**src/rtl/fpu_coprocessor_pipe.sv**
```systemverilog
// Pipelined COP1 unit: instruction decoder, combinational FPU core and a LAT-stage
// execute pipeline with per-register and per-flag scoreboards guarding issue.

package fpu_coprocessor_pipe_pkg;
  typedef enum logic [2:0] {
    OP_ADD, OP_SUB, OP_MOV, OP_NEG, OP_ABS, OP_CEQ, OP_CLT, OP_CLE
  } fpu_op_e;
endpackage

// Maps the fop/fn fields to an instruction class, source usage and FPU operation.
module fpu_inst_decoder
  import fpu_coprocessor_pipe_pkg::*;
(
  input  logic [4:0] fop,
  input  logic [5:0] fn,
  output logic       write_en,
  output logic       flag_en,
  output logic       from_cpu,
  output logic       use_fs,
  output logic       use_ft,
  output fpu_op_e    op_code
);
  localparam logic [4:0] FOP_MT = 5'h04;
  localparam logic [4:0] FOP_S  = 5'h10;

  always_comb begin
    write_en = 1'b0;
    flag_en  = 1'b0;
    from_cpu = 1'b0;
    use_fs   = 1'b1;
    use_ft   = 1'b0;
    op_code  = OP_ADD;
    case (fop)
      FOP_MT: begin
        write_en = 1'b1;
        from_cpu = 1'b1;
        use_fs   = 1'b0;
      end
      FOP_S: begin
        case (fn)
          6'h00: begin write_en = 1'b1; use_ft = 1'b1; op_code = OP_ADD; end
          6'h01: begin write_en = 1'b1; use_ft = 1'b1; op_code = OP_SUB; end
          6'h05: begin write_en = 1'b1; op_code = OP_ABS; end
          6'h06: begin write_en = 1'b1; op_code = OP_MOV; end
          6'h07: begin write_en = 1'b1; op_code = OP_NEG; end
          6'h32: begin flag_en = 1'b1; use_ft = 1'b1; op_code = OP_CEQ; end
          6'h3C: begin flag_en = 1'b1; use_ft = 1'b1; op_code = OP_CLT; end
          6'h3E: begin flag_en = 1'b1; use_ft = 1'b1; op_code = OP_CLE; end
          default: ;
        endcase
      end
      default: ;
    endcase
  end
endmodule

// Single-precision arithmetic and compares; denormals flush to zero, NaNs are not special-cased.
module fpu_core
  import fpu_coprocessor_pipe_pkg::*;
(
  input  logic [31:0] a,
  input  logic [31:0] b,
  input  fpu_op_e     op,
  output logic [31:0] res
);
  function automatic logic [31:0] fadd(input logic [31:0] x, input logic [31:0] y);
    logic [31:0] p, q, t;
    logic [27:0] ma, mb, mask, sum;
    logic [24:0] mant;
    logic [7:0]  d;
    logic        sticky, rnd;
    int          e;
    p = (x[30:23] == 8'd0) ? {x[31], 31'd0} : x;
    q = (y[30:23] == 8'd0) ? {y[31], 31'd0} : y;
    if (p[30:0] < q[30:0]) begin t = p; p = q; q = t; end
    if (p[30:23] == 8'hFF) return p;
    if (q[30:23] == 8'd0) return (p[30:0] == 31'd0) ? {p[31] & q[31], 31'd0} : p;
    ma = {2'b01, p[22:0], 3'b000};
    mb = {2'b01, q[22:0], 3'b000};
    d  = p[30:23] - q[30:23];
    sticky = 1'b0;
    // Shift the smaller operand right, folding lost bits into the sticky position
    if (d > 8'd26) begin
      mb = 28'd1;
    end else begin
      mask   = (28'd1 << d) - 28'd1;
      sticky = |(mb & mask);
      mb     = (mb >> d) | {27'd0, sticky};
    end
    sum = (p[31] == q[31]) ? ma + mb : ma - mb;
    e   = int'(p[30:23]);
    if (sum == 28'd0) return 32'd0;
    if (sum[27]) begin
      sum = {1'b0, sum[27:1]} | {27'd0, sum[0]};
      e   = e + 1;
    end
    for (int i = 0; i < 26; i++) begin
      if (!sum[26]) begin
        sum = sum << 1;
        e   = e - 1;
      end
    end
    rnd  = sum[2] & (sum[3] | sum[1] | sum[0]);
    mant = {1'b0, sum[26:3]} + {24'd0, rnd};
    if (mant[24]) begin
      mant = mant >> 1;
      e    = e + 1;
    end
    if (e >= 255) return {p[31], 8'hFF, 23'd0};
    if (e <= 0) return {p[31], 31'd0};
    return {p[31], 8'(e), mant[22:0]};
  endfunction

  function automatic logic feq(input logic [31:0] x, input logic [31:0] y);
    return ((x[30:23] == 8'd0) && (y[30:23] == 8'd0)) || (x == y);
  endfunction

  function automatic logic flt(input logic [31:0] x, input logic [31:0] y);
    logic xz, yz;
    xz = (x[30:23] == 8'd0);
    yz = (y[30:23] == 8'd0);
    if (xz && yz) return 1'b0;
    if (xz) return !y[31];
    if (yz) return x[31];
    if (x[31] != y[31]) return x[31];
    if (x[31]) return x[30:0] > y[30:0];
    return x[30:0] < y[30:0];
  endfunction

  always_comb begin
    res = 32'd0;
    case (op)
      OP_ADD: res = fadd(a, b);
      OP_SUB: res = fadd(a, {~b[31], b[30:0]});
      OP_MOV: res = a;
      OP_NEG: res = {~a[31], a[30:0]};
      OP_ABS: res = {1'b0, a[30:0]};
      OP_CEQ: res = {31'd0, feq(a, b)};
      OP_CLT: res = {31'd0, flt(a, b)};
      OP_CLE: res = {31'd0, flt(a, b) | feq(a, b)};
      default: res = 32'd0;
    endcase
  end
endmodule

module fpu_coprocessor_pipe
  import fpu_coprocessor_pipe_pkg::*;
#(
  parameter int unsigned NREG   = 32,
  parameter int unsigned NFLAGS = 8,
  parameter int unsigned LAT    = 3
) (
  input  logic              clk,
  input  logic              rst_n,
  input  logic              inst_valid,
  output logic              inst_ready,
  input  logic [31:0]       inst,
  input  logic [31:0]       in_data,
  output logic              out_valid,
  output logic [31:0]       out_data,
  output logic [NFLAGS-1:0] flags,
  output logic [NFLAGS-1:0] flag_pend,
  output logic              busy
);
  localparam int unsigned RW = (NREG > 1) ? $clog2(NREG) : 1;
  localparam int unsigned FW = (NFLAGS > 1) ? $clog2(NFLAGS) : 1;
  localparam logic [5:0]  OPC_COP1 = 6'h11;

  logic          write_en, flag_en, from_cpu, use_fs, use_ft;
  fpu_op_e       dec_op;
  logic          cop1, is_read, stall_c, accept, issue;
  logic [RW-1:0] rs_idx, rt_idx, rd_idx;
  logic [FW-1:0] cond_idx;

  logic [LAT:1]  vld_q, vld_d, flg_q, flg_d;
  logic [4:0]    dst_q [1:LAT];
  logic [4:0]    dst_d [1:LAT];
  logic [31:0]   res_q [1:LAT];
  logic [31:0]   res_d [1:LAT];
  logic [31:0]   a_q, a_d, b_q, b_d;
  fpu_op_e       op_q, op_d;
  logic          cpu_q, cpu_d;

  logic [NREG-1:0]   pend_q, pend_d;
  logic [NFLAGS-1:0] fpend_q, fpend_d, flags_q, flags_d;
  logic [31:0]       rf_q [NREG];
  logic [31:0]       rf_d [NREG];
  logic              out_valid_q, out_valid_d;
  logic [31:0]       out_data_q, out_data_d;

  logic [31:0] core_res, s1_res, wb_res;
  logic        wb_vld, wb_flag;
  logic [4:0]  wb_dst;

  fpu_inst_decoder u_dec (
    .fop      (inst[25:21]),
    .fn       (inst[5:0]),
    .write_en (write_en),
    .flag_en  (flag_en),
    .from_cpu (from_cpu),
    .use_fs   (use_fs),
    .use_ft   (use_ft),
    .op_code  (dec_op)
  );

  fpu_core u_core (
    .a   (a_q),
    .b   (b_q),
    .op  (op_q),
    .res (core_res)
  );

  assign cop1     = (inst[31:26] == OPC_COP1);
  assign is_read  = cop1 & ~write_en & ~flag_en;
  assign rt_idx   = inst[16 +: RW];
  assign rs_idx   = inst[11 +: RW];
  assign rd_idx   = inst[6 +: RW];
  assign cond_idx = inst[8 +: FW];

  // RAW on sources, WAW on destination, and in-flight flag writes hold issue
  assign stall_c = cop1 & ((use_fs & pend_q[rs_idx]) | (use_ft & pend_q[rt_idx]) |
                           (write_en & pend_q[rd_idx]) | (flag_en & fpend_q[cond_idx]));
  assign inst_ready = rst_n & ~stall_c;
  assign accept     = inst_valid & inst_ready;
  assign issue      = accept & cop1 & (write_en | flag_en);

  assign s1_res  = cpu_q ? res_q[1] : core_res;
  assign wb_vld  = vld_q[LAT];
  assign wb_flag = flg_q[LAT];
  assign wb_dst  = dst_q[LAT];
  assign wb_res  = (LAT == 1) ? s1_res : res_q[LAT];

  always_comb begin
    vld_d       = vld_q;
    flg_d       = flg_q;
    dst_d       = dst_q;
    res_d       = res_q;
    a_d         = a_q;
    b_d         = b_q;
    op_d        = op_q;
    cpu_d       = cpu_q;
    pend_d      = pend_q;
    fpend_d     = fpend_q;
    rf_d        = rf_q;
    flags_d     = flags_q;
    out_valid_d = 1'b0;
    out_data_d  = out_data_q;

    for (int k = 2; k <= int'(LAT); k++) begin
      vld_d[k] = vld_q[k-1];
      flg_d[k] = flg_q[k-1];
      dst_d[k] = dst_q[k-1];
      res_d[k] = (k == 2) ? s1_res : res_q[k-1];
    end

    vld_d[1] = issue;
    if (issue) begin
      flg_d[1] = flag_en;
      dst_d[1] = flag_en ? 5'(cond_idx) : 5'(rd_idx);
      res_d[1] = in_data;
      a_d      = rf_q[rs_idx];
      b_d      = rf_q[rt_idx];
      op_d     = dec_op;
      cpu_d    = from_cpu;
    end

    // Clear before set: WAW stalls guarantee set and clear never share an index
    if (wb_vld && !wb_flag) begin
      rf_d[wb_dst[RW-1:0]]   = wb_res;
      pend_d[wb_dst[RW-1:0]] = 1'b0;
    end
    if (wb_vld && wb_flag) begin
      flags_d[wb_dst[FW-1:0]] = wb_res[0];
      fpend_d[wb_dst[FW-1:0]] = 1'b0;
    end
    if (issue && write_en) pend_d[rd_idx] = 1'b1;
    if (issue && flag_en)  fpend_d[cond_idx] = 1'b1;

    if (accept && is_read) begin
      out_valid_d = 1'b1;
      out_data_d  = rf_q[rs_idx];
    end
  end

  always_ff @(posedge clk) begin
    if (!rst_n) begin
      vld_q <= '0;
      flg_q <= '0;
      for (int k = 1; k <= int'(LAT); k++) begin
        dst_q[k] <= '0;
        res_q[k] <= '0;
      end
      a_q         <= '0;
      b_q         <= '0;
      op_q        <= OP_ADD;
      cpu_q       <= 1'b0;
      pend_q      <= '0;
      fpend_q     <= '0;
      for (int i = 0; i < int'(NREG); i++) rf_q[i] <= '0;
      flags_q     <= '0;
      out_valid_q <= 1'b0;
      out_data_q  <= '0;
    end else begin
      vld_q       <= vld_d;
      flg_q       <= flg_d;
      dst_q       <= dst_d;
      res_q       <= res_d;
      a_q         <= a_d;
      b_q         <= b_d;
      op_q        <= op_d;
      cpu_q       <= cpu_d;
      pend_q      <= pend_d;
      fpend_q     <= fpend_d;
      rf_q        <= rf_d;
      flags_q     <= flags_d;
      out_valid_q <= out_valid_d;
      out_data_q  <= out_data_d;
    end
  end

  assign out_valid = out_valid_q;
  assign out_data  = out_data_q;
  assign flags     = flags_q;
  assign flag_pend = fpend_q;
  assign busy      = |vld_q;
endmodule

```
**config.mk**
```make
export PLATFORM = sky130hd
export DESIGN_NAME = fpu_coprocessor_pipe
export DESIGN_NICKNAME = d
export VERILOG_FILES = /design/src/rtl/fpu_coprocessor_pipe.sv
export SDC_FILE = /design/constraint.sdc
export NUM_CORES = 2
export LEC_CHECK = 0
export CAP_MARGIN = 20
export CORE_MARGIN = 8
export CORE_UTILIZATION = 35
export CTS_BUF_LIST = sky130_fd_sc_hd__clkbuf_4
export DETAILED_ROUTE_END_ITERATION = 7
export PLACE_DENSITY = 0.58
export REMOVE_ABC_BUFFERS = 1
export SETUP_SLACK_MARGIN = 0.15
export SLEW_MARGIN = 15
export SYNTH_ARGS = -nofsm -noshare
export SYNTH_HDL_FRONTEND = slang
export SYNTH_SLANG_ARGS = --single-unit
```
**constraint.sdc**
```tcl
create_clock -name clk -period 72.8 [get_ports clk]
set_input_delay 10.92 -clock clk [delete_from_list [all_inputs] [get_ports clk]]
set_output_delay 10.92 -clock clk [all_outputs]
set_load 0.005 [all_outputs]
```
==> reports/summary.json <==
{
  "result_of_the_run": {"value": "finished clean"},
  "crit_path_frequent_cell": {"value": "ha_1"},
  "setup-tns-final": {"value": 0, "unit": "ps"},
  "reg2regPathDepth": {"value": 126},
  "clk_transition_reported_paths": {"value": 70, "unit": "ps"},
  "post_dp_cell_area": {"value": 110000, "unit": "um2"},
  "timing.critical_path.fanout_max": {"value": 46},
  "fp.dieArea": {"value": 318000, "unit": "um2"},
  "cts_setup_buffers": {"value": 0},
  "drtPass1Iterations": {"value": 8},
  "timing.final.setup_violations": {"value": 0},
  "drv_slew": {"value": 0},
  "gp_routability_congestion": {"value": 1.02},
  "grt_first_pass_wirelength": {"value": 684000, "unit": "um"},
  "core.rowCount": {"value": 201},
  "worst_r2r_startpoint": {"value": "a_q[24]$_SDFFE_PN0P_"},
  "max_freq": {"value": 0.0311, "unit": "GHz"},
  "flow.area_growth_from_synthesis": {"value": 8.75, "unit": "%"},
  "h_tree_level_count": {"value": 5},
  "cts_num_sinks": {"value": 1290},
  "syn_avg_cell_area": {"value": 7.84, "unit": "um2"},
  "placeableCoreArea": {"value": 300000, "unit": "um2"},
  "timing.critical_path.from": {"value": "a_q[24]$_SDFFE_PN0P_"},
  "maximum_cell_stage_delay_along_the_critical_path": {"value": 750, "unit": "ps"},
  "cts_made_buffers": {"value": 350},
  "grt_setup_unrepaired": {"value": "no"},
  "ios": {"value": 118},
  "synth_area": {"value": 105000, "unit": "um2"},
  "cap_violations": {"value": 0},
  "regToRegEndpoint": {"value": "res_d[8]$_SDFF_PN0_"},
  "postSynth.topFlopCell": {"value": "dfxtp_1"},
  "slew_worst_pin": {"value": 1210, "unit": "ps"},
  "timing.critical_path.max_delay_family": {"value": "simple AND/OR/NAND/NOR gates"},
  "initialDrtViolationCount": {"value": 14200},
  "critical_path_class": {"value": "reg -> reg"},
  "ys_top_cells_by_area": {"value": "dfxtp_1, mux4_2, nand2_1, a21oi_1, nor2_1"},
  "timing.final.ws_setup": {"value": 40630, "unit": "ps"},
  "cts-hold-fix-buffers": {"value": 0},
  "worstPathRequired": {"value": 74070, "unit": "ps"},
  "synth_top_cell_area_share": {"value": 0.245},
  "min-delay-path-class": {"value": "reg -> reg"},
  "synth_most_common_cell": {"value": "nand2_1"},
  "synth_seq_area_share": {"value": 0.245},
  "maximum_number_of_pins_on_one_net_before_global_route_repair": {"value": 205},
  "static-leakage-power": {"value": 0.0391, "unit": "uW"},
  "clock-root-buffer": {"value": "clkbuf_4"},
  "detail_route.wirelength": {"value": 469000, "unit": "um"},
  "synth.ff_latch_count": {"value": 1290},
  "worst-path-stages": {"value": 126},
  "asyncSetResetFlopFracSynth": {"value": 0},
  "via_count_of_the_first_global_routing_pass": {"value": 102000},
  "route.vias.total": {"value": 109000},
  "worst_setup_path_end_kind": {"value": "flip-flop"},
  "drt-vias-per-instance": {"value": 6.29},
  "start_util": {"value": 0.351},
  "path_buf_inv": {"value": 9},
  "buffer_ports.inserted": {"value": 117},
  "timing.max_slew.rel_slack": {"value": 0.192},
  "drt_drc_violations_left": {"value": 0},
  "antenna_found_initial": {"value": 38},
  "design.final.nets": {"value": 13400},
  "cts-resized-gates": {"value": 0},
  "hold_viol": {"value": 0},
  "power_per_cell_area": {"value": 28.0, "unit": "nW/um2"},
  "detail_route.wl_per_cell": {"value": 27.0, "unit": "um"},
  "synth-warning-count": {"value": 0},
  "antenna_left": {"value": 0},
  "r2r_setup_slack": {"value": 40630, "unit": "ps"},
  "overflow": {"value": 0},
  "die_h": {"value": 564, "unit": "um"},
  "die_width": {"value": 564, "unit": "um"},
  "post_synth_inst_count": {"value": 13400},
  "final.min_clock_period": {"value": 32170, "unit": "ps"},
  "clock_path_buffers": {"value": 4},
  "dp_hpwl": {"value": 319000, "unit": "um"},
  "worstSetupStartpointType": {"value": "flip-flop"},
  "vdd_drop_max": {"value": 57.5, "unit": "uV"},
  "crit_end": {"value": "res_d[8]$_SDFF_PN0_"},
  "crit_slowest_cell": {"value": "inv_1"},
  "ys_types": {"value": 152},
  "fillCellCount": {"value": 31200},
  "layout.cell_area.non_filler": {"value": 114000, "unit": "um2"},
  "final_layout_size_suffix_gt1_frac": {"value": 0.150},
  "final_min_period_over_clock_period": {"value": 0.442},
  "cp.arrival": {"value": 33440, "unit": "ps"},
  "worst_skew_pair.late_latency": {"value": 1390, "unit": "ps"},
  "dp_slack": {"value": 41320, "unit": "ps"},
  "synthTopCellsByCount": {"value": "nand2_1, a21oi_1, dfxtp_1"},
  "synth_top_area_cell": {"value": "dfxtp_1"},
  "clock_tree_from_tritoncts": {"value": "done"},
  "timing.clock.skew": {"value": 110, "unit": "ps"},
  "edff_count_synth": {"value": 0},
  "track_usage": {"value": 0.280}
}
registers in the layout, indices dropped and copies added (netlist names):
register / cells
a_q: 32
b_q: 32
cpu_q: 1
dst_d: 10
flag_pend: 8
flags: 8
flg_q: 3
op_q: 3
out_data: 32
out_valid: 1
pend_q: 32
res_d: 32
res_q: 32
rf_q: 1024
vld_q: 3
wb_dst: 5
wb_res: 32
worst reg2reg max path: cells and delay by family, from the launching register on:
kind	cells	cell delay (ps)
XOR/XNOR	2	570
buffers and inverters	9	2140
AND/OR/NAND/NOR	37	10900
flip-flops	1	430
AO/OA/AOI/OAI	40	7620
adder cells (fa/ha/maj)	25	7370
multiplexers	13	2990
cell usage in the layout, fill, tap and decap left out, types with 96 or more instances in the layout:
cell             instances
a211oi_1               173
a21oi_1               1532
a31oi_1                105
and2_1                 165
and3_1                 122
buf_4                  298
clkbuf_4               490
clkdlybuf4s50_1        106
dfxtp_1               1285
ha_1                   169
inv_1                  184
mux2_2                  96
mux2i_1                220
mux4_2                 675
nand2_1               2915
nand3_1                388
nand4_1                159
nor2_1                 861
nor3_1                 333
nor4_1                 102
o211ai_1               124
o21ai_0                440
or3_1                   96
xnor2_1                309
xor2_1                 128
area by class of cell:
class	count	area [um2]	area share
multi-input cells	10900	75200	0.657
clock buffers	490	3680	0.0321
well taps	3958	4950	0.0433
clock inverters	69	377	0.00329
diodes	14	35.0	0.000306
inverters	195	744	0.00650
flip-flops and latches	1290	25800	0.226
repair buffers	422	3590	0.0314
how the worst min path moves through the flow:
stage,start,slack (ps),cells past startpoint,to
after CTS,dst_d[3]$_SDFF_PN0_,420,1,wb_dst[3]$_SDFF_PN0_
final,dst_d[3]$_SDFF_PN0_,420,1,wb_dst[3]$_SDFF_PN0_
after floorplan,flg_q[1]$_SDFFE_PN0P_,400,2,flg_q[2]$_SDFF_PN0_
after global placement,dst_d[1]$_SDFF_PN0_,410,1,wb_dst[1]$_SDFF_PN0_
after global routing,dst_d[3]$_SDFF_PN0_,440,1,wb_dst[3]$_SDFF_PN0_
after detailed placement,dst_d[2]$_SDFF_PN0_,420,1,wb_dst[2]$_SDFF_PN0_
metal layers:
layer	wire, um	track usage	vias to the layer above
li1	-	-	48900
met1	182000	0.352	52900
met2	212000	0.449	6028
met3	46500	0.0627	1420
met4	28400	0.146	24
met5	138	0	-
power by group:
group	switching (uW)	internal (uW)
Sequential	0.0383	705
Combinational	1240	622
Clock	316	321
Total	1560	1650
cells by family (layout without fill, tap and decap cells):
family	count (synthesis)	in the layout	synth area share
simple gates	5724	5724	0.247
compound gates	3513	3513	0.213
flops	1290	1290	0.245
buf+inv	1199	1176	0.0443
mux	995	995	0.176
xor+xnor	521	521	0.0519
fa+ha+maj	182	182	0.0215
other cells	0	14	0
stage by stage:
step,instances,utilization,power (uW),hold WS [ps]
2_1_floorplan,12400,-,2040,405
6_report,17400,0.382,3200,417
3_3_place_gp,16800,0.368,2530,413
3_5_place_dp,16800,0.368,2530,419
4_1_cts,17400,0.382,3170,425
5_1_grt,17400,0.382,3400,442
Power figures use the tool's default switching activity.
